[src/rtl/riscv_mc_pkg.sv]
// Shared types and constants for the multicycle RISC-V control path.
package riscv_mc_pkg;

   // Controller states
   typedef enum logic [3:0] {
      IDLE    = 4'd0,
      FETCH   = 4'd1,
      DECODE  = 4'd2,
      MEMADR  = 4'd3,
      MEM_RD  = 4'd4,
      MEM_WR  = 4'd5,
      LOAD_WB = 4'd6,
      EXEC_R  = 4'd7,
      EXEC_I  = 4'd8,
      ALU_WB  = 4'd9,
      BRANCH  = 4'd10,
      FAULT   = 4'd11
   } state_t;

   // Major opcodes (Instruction[6:0])
   localparam logic [6:0] OP_LOAD   = 7'b0000011;
   localparam logic [6:0] OP_STORE  = 7'b0100011;
   localparam logic [6:0] OP_RTYPE  = 7'b0110011;
   localparam logic [6:0] OP_ITYPE  = 7'b0010011;
   localparam logic [6:0] OP_BRANCH = 7'b1100011;

   // ALU B operand select
   localparam logic [1:0] SRCB_REG     = 2'b00;
   localparam logic [1:0] SRCB_FOUR    = 2'b01;
   localparam logic [1:0] SRCB_IMM     = 2'b10;
   localparam logic [1:0] SRCB_IMM_SH1 = 2'b11;

   // ALU operation class handed to ALU_Control
   localparam logic [1:0] ALU_OP_ADD   = 2'b00;
   localparam logic [1:0] ALU_OP_SUB   = 2'b01;
   localparam logic [1:0] ALU_OP_FUNCT = 2'b10;

   // Fault codes
   localparam logic [1:0] FAULT_NONE    = 2'b00;
   localparam logic [1:0] FAULT_ILLEGAL = 2'b01;
   localparam logic [1:0] FAULT_TIMEOUT = 2'b10;

   // States that hold a memory request open and wait on mem_ready
   function automatic logic is_mem_state(state_t s);
      return (s == FETCH) || (s == MEM_RD) || (s == MEM_WR);
   endfunction

   // States whose exit to FETCH completes an instruction
   function automatic logic is_retire_state(state_t s);
      return (s == MEM_WR) || (s == LOAD_WB) || (s == ALU_WB) || (s == BRANCH);
   endfunction

endpackage

[src/rtl/mem_wait_timer.sv]
// Memory wait counter: counts stalled cycles of a memory access and flags
// a timeout on the last permitted stalled cycle.
module mem_wait_timer #(
   parameter int unsigned MEM_WAIT_MAX = 16
) (
   input  logic clk,
   input  logic reset,
   input  logic clear,
   input  logic waiting,
   input  logic mem_ready,
   output logic timeout
);

   localparam logic [7:0] LIMIT = 8'(MEM_WAIT_MAX - 1);

   logic [7:0] count_q;
   logic [7:0] count_d;

   // Next count: restart on state change, advance only while stalled
   always_comb begin
      count_d = count_q;
      if (clear || !waiting) begin
         count_d = '0;
      end else if (!mem_ready) begin
         count_d = count_q + 8'd1;
      end
   end

   // Counter register
   always_ff @(posedge clk or posedge reset) begin
      if (reset) begin
         count_q <= '0;
      end else begin
         count_q <= count_d;
      end
   end

   // A ready in the final cycle still completes the access
   assign timeout = waiting && !mem_ready && (count_q == LIMIT);

endmodule

[src/rtl/multicycle_control.sv]
// Moore control FSM sequencing a multicycle RISC-V datapath over one shared
// memory port. Optional performance counters are enabled with MCTRL_PERF_EN.
module multicycle_control
   import riscv_mc_pkg::*;
#(
   parameter int unsigned MEM_WAIT_MAX = 16
) (
   input  logic        clk,
   input  logic        reset,
   input  logic [6:0]  opcode,
   input  logic        zero,
   input  logic        mem_ready,
   output logic        pc_write,
   output logic        ir_write,
   output logic        iord,
   output logic        mem_read,
   output logic        mem_write,
   output logic        reg_write,
   output logic        mem_to_reg,
   output logic        alu_src_a,
   output logic [1:0]  alu_src_b,
   output logic [1:0]  alu_op,
   output logic        pc_src,
   output logic        fault,
   output logic [1:0]  fault_code
`ifdef MCTRL_PERF_EN
   ,
   output logic [63:0] cycle_count,
   output logic [63:0] instret_count
`endif
);

   state_t     state_q;
   state_t     state_d;
   logic [1:0] fault_code_q;
   logic [1:0] fault_set;
   logic       waiting;
   logic       clear;
   logic       timeout;

   assign waiting = is_mem_state(state_q);
   // Any state change restarts the wait count, covering re-entry into FETCH
   assign clear   = (state_d != state_q);

   mem_wait_timer #(
      .MEM_WAIT_MAX (MEM_WAIT_MAX)
   ) u_mem_wait_timer (
      .clk       (clk),
      .reset     (reset),
      .clear     (clear),
      .waiting   (waiting),
      .mem_ready (mem_ready),
      .timeout   (timeout)
   );

   // State register
   always_ff @(posedge clk or posedge reset) begin
      if (reset) begin
         state_q <= IDLE;
      end else begin
         state_q <= state_d;
      end
   end

   // Next-state logic and fault cause on entry into FAULT
   always_comb begin
      state_d   = state_q;
      fault_set = FAULT_NONE;
      unique case (state_q)
         IDLE: state_d = FETCH;
         FETCH: begin
            if (mem_ready) begin
               state_d = DECODE;
            end else if (timeout) begin
               state_d   = FAULT;
               fault_set = FAULT_TIMEOUT;
            end
         end
         DECODE: begin
            unique case (opcode)
               OP_LOAD, OP_STORE: state_d = MEMADR;
               OP_RTYPE:          state_d = EXEC_R;
               OP_ITYPE:          state_d = EXEC_I;
               OP_BRANCH:         state_d = BRANCH;
               default: begin
                  state_d   = FAULT;
                  fault_set = FAULT_ILLEGAL;
               end
            endcase
         end
         MEMADR: state_d = (opcode == OP_LOAD) ? MEM_RD : MEM_WR;
         MEM_RD: begin
            if (mem_ready) begin
               state_d = LOAD_WB;
            end else if (timeout) begin
               state_d   = FAULT;
               fault_set = FAULT_TIMEOUT;
            end
         end
         MEM_WR: begin
            if (mem_ready) begin
               state_d = FETCH;
            end else if (timeout) begin
               state_d   = FAULT;
               fault_set = FAULT_TIMEOUT;
            end
         end
         LOAD_WB:        state_d = FETCH;
         EXEC_R, EXEC_I: state_d = ALU_WB;
         ALU_WB:         state_d = FETCH;
         BRANCH:         state_d = FETCH;
         FAULT:          state_d = FAULT;
         default:        state_d = IDLE;
      endcase
   end

   // Fault cause register, captured once on entry into FAULT
   always_ff @(posedge clk or posedge reset) begin
      if (reset) begin
         fault_code_q <= FAULT_NONE;
      end else if (fault_set != FAULT_NONE) begin
         fault_code_q <= fault_set;
      end
   end

   // Output decode from the registered state
   always_comb begin
      pc_write   = 1'b0;
      ir_write   = 1'b0;
      iord       = 1'b0;
      mem_read   = 1'b0;
      mem_write  = 1'b0;
      reg_write  = 1'b0;
      mem_to_reg = 1'b0;
      alu_src_a  = 1'b0;
      alu_src_b  = SRCB_REG;
      alu_op     = ALU_OP_ADD;
      pc_src     = 1'b0;
      fault      = 1'b0;
      fault_code = FAULT_NONE;
      unique case (state_q)
         IDLE: ;
         FETCH: begin
            mem_read  = 1'b1;
            alu_src_b = SRCB_FOUR;
            // PC+4 and IR load only when the read data is actually present
            ir_write  = mem_ready;
            pc_write  = mem_ready;
         end
         DECODE: alu_src_b = SRCB_IMM_SH1;
         MEMADR: begin
            alu_src_a = 1'b1;
            alu_src_b = SRCB_IMM;
         end
         MEM_RD: begin
            mem_read = 1'b1;
            iord     = 1'b1;
         end
         MEM_WR: begin
            mem_write = 1'b1;
            iord      = 1'b1;
         end
         LOAD_WB: begin
            reg_write  = 1'b1;
            mem_to_reg = 1'b1;
         end
         EXEC_R: begin
            alu_src_a = 1'b1;
            alu_op    = ALU_OP_FUNCT;
         end
         EXEC_I: begin
            alu_src_a = 1'b1;
            alu_src_b = SRCB_IMM;
            alu_op    = ALU_OP_FUNCT;
         end
         ALU_WB: reg_write = 1'b1;
         BRANCH: begin
            alu_src_a = 1'b1;
            alu_op    = ALU_OP_SUB;
            pc_src    = 1'b1;
            pc_write  = zero;
         end
         FAULT: begin
            fault      = 1'b1;
            fault_code = fault_code_q;
         end
         default: ;
      endcase
   end

`ifdef MCTRL_PERF_EN
   // Performance counters; both stop advancing once in FAULT
   always_ff @(posedge clk or posedge reset) begin
      if (reset) begin
         cycle_count   <= '0;
         instret_count <= '0;
      end else begin
         if (state_q != IDLE && state_q != FAULT) begin
            cycle_count <= cycle_count + 64'd1;
         end
         if (state_d == FETCH && is_retire_state(state_q)) begin
            instret_count <= instret_count + 64'd1;
         end
      end
   end
`endif

endmodule

[config.mk]
export PLATFORM = sky130hd
export DESIGN_NAME = multicycle_control
export DESIGN_NICKNAME = d
export VERILOG_FILES = /design/src/rtl/riscv_mc_pkg.sv /design/src/rtl/mem_wait_timer.sv /design/src/rtl/multicycle_control.sv
export SDC_FILE = /design/constraint.sdc
export NUM_CORES = 1
export LEC_CHECK = 0
export BUFFER_PORTS_ARGS = -buffer_cell sky130_fd_sc_hd__buf_2
export CAP_MARGIN = 20
export CORE_MARGIN = 2
export CORE_UTILIZATION = 25
export DETAILED_ROUTE_END_ITERATION = 8
export SYNTH_ARGS = -nofsm -noshare
export SYNTH_HDL_FRONTEND = slang
export SYNTH_SLANG_ARGS = --single-unit
[constraint.sdc]
create_clock -name clk -period 4.55 [get_ports clk]
set_input_delay 0.455 -clock clk [delete_from_list [all_inputs] [get_ports clk]]
set_output_delay 0.455 -clock clk [all_outputs]
set_load 0.02 [all_outputs]
==> summary.md <==
| Metric | Value |
|---|---|
| Status | completed |
| Critical Path RT | 4.09 ns |
| Setup ws final | 2.401 ns |
| Utilization after layout | 30.21% |
| Total chip power | 0.5969 mW |
| Total wire length | 2267 um |
| R2r setup slk | 2.67 ns |
| Finished Cell Area | 0.001191 mm^2 |
| Dpl cells | 187 |
| Max-slew violations | 0 |
| Initial core utilization | 25.45% |
| Ratio of cells with drive above 1 in the final layout | 30.50% |
| Fillers | 426 |
| Flops & latches, synth | 14 |
| Slew @ Worst Pin | 0.7005 ns |
| Die area | 0.004537 mm^2 |
| Initial antenna violation count | 0 |
| DP HPWL | 1730 um |
| RSZ-0062 raised after global routing | no |
| Number of library cell types mapped by synthesis | 38 |
| Via count | 913 |
| R2R Path Start | state_q[2] |
| Reg2reg end | u_mem_wait_timer.count_q[0] |
| Wire length per cell | 11.87 um |
| Synth Area per Inst | 8.362 um^2 |
| Cts hold-fix bufs | 0 |
| Area taken by multi-input logic gates | 578.1 um^2 |
| Vias/cell | 4.780 |
| Worst Path Class, Setup | register to output port |
| Pre-antenna DRT Iters | 4 |
| Sequential-to-total area share from yosys stat | 34.91% |
| Gpl congestion | 0.7771 |
| Slew headroom | 52.87% |
| Clk sink count | 14 |
| Critical Path Source Type | register |
| Nets@finish | 154 |
| Post-CTS setup buffer count | 0 |
| Largest net degree at the start of global routing | 16 |
| CTS resizes | 0 |
| Worst reg2reg path depth | 4 |
| Vias in the first global route | 845 |
| Cell Area, Synth | 0.001003 mm^2 |
| Syn Nets | 132 |
| Worst Path Arrival | 1.69 ns |
| Total gr overflow | 0 |
| Minimum clock period | 2.149 ns |
| CTS Buf Count | 3 |
| Hold Worst Slack | 0.2406 ns |
| Worst slack, placed | 2.646 ns |
| I/O pin cnt | 27 |
| DP Area | 0.001136 mm^2 |
| Worst skew pair latency | 0.24 ns |
| Non-filler instance count after layout | 191 |
| Tcrit/Tclk final | 47.22% |
| Final worst clock skew | 0.0005597 ns |
| Area Overhead vs Synth | 18.70% |
| DIE WIDTH | 67.36 um |
| Root buf cell | clkbuf_8 |
| Endpoint class of the critical path | output port |
| # H-tree levels | 1 |
| Die Y | 67.36 um |
| CP max FO | 14 |
| Total Routing Usage GR | 11.28% |
| CTS tree | built |
| Sequential cell area | 350.3 um^2 |
| Max clock buf depth | 2 |
| Final setup vio count | 0 |
| Fmax | 0.4654 GHz |
| Pwr dens | 501.1 mW/mm^2 |
| Setup_tns | 0 ns |
| Post-Synthesis Cells | 120 |
| Row Count | 23 |
| Clk pin slew, worst setup/hold paths | 0.06 ns |
| Port bufs | 26 |
| Final-report hold violation count | 0 |
| Core footprint | 0.003943 mm^2 |
| Max cap viols | 0 |
| Ant diodes | 0 |
| Number of routed nets with antenna violations | 0 |
| Pleak | 0.5345 nW |
| DRT iter0 DRCs | 32 |
| Maximum vdd ir drop | 0.3154 mV |
| # DRC | 0 |
| Hold Path Class | input port to asynchronous set/reset pin |
| YS warnings | 0 |
| First-pass GRT wire length | 3919 um |
-- cells in the final DEF (no fill, tap or decap), drive strengths merged, types with 2 or more instances in the layout --
| master | count |
|---|---|
| a31oi | 3 |
| o21ai | 4 |
| o22ai | 6 |
| xor2 | 3 |
| nand2b | 5 |
| nor2 | 20 |
| or4 | 2 |
| nand2 | 9 |
| nor4 | 2 |
| a211oi | 2 |
| inv | 4 |
| nor3 | 5 |
| nor2b | 2 |
| clkbuf | 4 |
| or3 | 3 |
| xnor2 | 5 |
| nand3 | 2 |
| dfrtp | 14 |
| a21oi | 4 |
| and2 | 3 |
| buf | 26 |
-- cells by family (layout without fill, tap and decap cells) --
kind of cell	Yosys count	after routing	synth area share [%]
AND/OR/NAND/NOR	60	60	33.92
XOR/XNOR	8	8	6.983
buffers and inverters	13	34	7.481
adder cells (fa/ha/maj)	1	1	1.247
flip-flops	14	14	34.91
multiplexers	1	1	0.9975
AO/OA/AOI/OAI	23	23	14.46
-- power by group --
part           switching, mW  total [mW]  internal (mW)
logic                  0.173       0.284          0.112
registers             0.0486       0.191          0.142
clock network         0.0452       0.122         0.0767
-- sequential cells by signal, summed over array words and instances (netlist names) --
register / count
fault_code_q: 2
u_mem_wait_timer.count_q: 8
state_q: 4
-- final cells by class --
cell class	instances	share of cell area, %
inverter	4	1.261
timing repair buffer	26	10.92
tap	50	5.252
clock buffer	4	4.622
sequential	14	29.41
multi-input combinational	93	48.53
-- worst max path at each step --
stage / from / endpoint / slack, ns
floorplan: state_q[1] / pc_write / 2.21
CTS: state_q[1] / pc_write / 2.37
global placement: opcode[3] / state_q[3] / 2.61
detailed placement: opcode[3] / state_q[3] / 2.65
global route: state_q[1] / pc_write / 2.27
finish: state_q[1] / pc_write / 2.40
-- worst max-delay path, stage by stage, from the launching register on --
cell,delay [ns]
dfrtp_1,0.51
nand2b_1,0.25
nor4b_1,0.40
a21o_1,0.12
buf_2,0.15
-- synth_stat cells, drive strengths merged --
cell | number | area share (%)
xor2 | 3 | 2.6
or4b | 1 | 1.0
nor4b | 1 | 0.87
nand2b | 5 | 3.1
or4 | 2 | 1.9
xnor2 | 5 | 4.4
nor2b | 2 | 1.2
o22ai | 6 | 3.7
nand3 | 2 | 1.0
dfrtp | 14 | 35
a41oi | 1 | 0.87
and2 | 3 | 2.1
and3 | 1 | 0.62
or3 | 3 | 1.9
a211o | 1 | 0.87
a21oi | 4 | 2.0
nor3b | 1 | 0.75
nor4 | 2 | 1.2
nand4b | 1 | 0.87
clkbuf | 5 | 1.9
nand2 | 9 | 3.4
a21o | 1 | 0.75
a221oi | 1 | 0.87
nor3 | 5 | 2.5
a211oi | 2 | 1.5
inv | 4 | 1.5
buf | 4 | 4.1
and4b | 1 | 1.4
mux2i | 1 | 1.0
ha | 1 | 1.2
a31oi | 3 | 1.9
nor2 | 20 | 9.5
or2 | 1 | 0.62
o21ai | 4 | 2.0
-- per-layer routing --
layer	global-route usage [%]	share of wire, %	up-vias
li1	-	-	462
met2	17.20	45	25
met3	3.000	5.2	2
met1	15.96	50	424
met4	2.296	0.18	0
met5	0	0	-
Note: power is estimated with default switching activity, not from simulation.
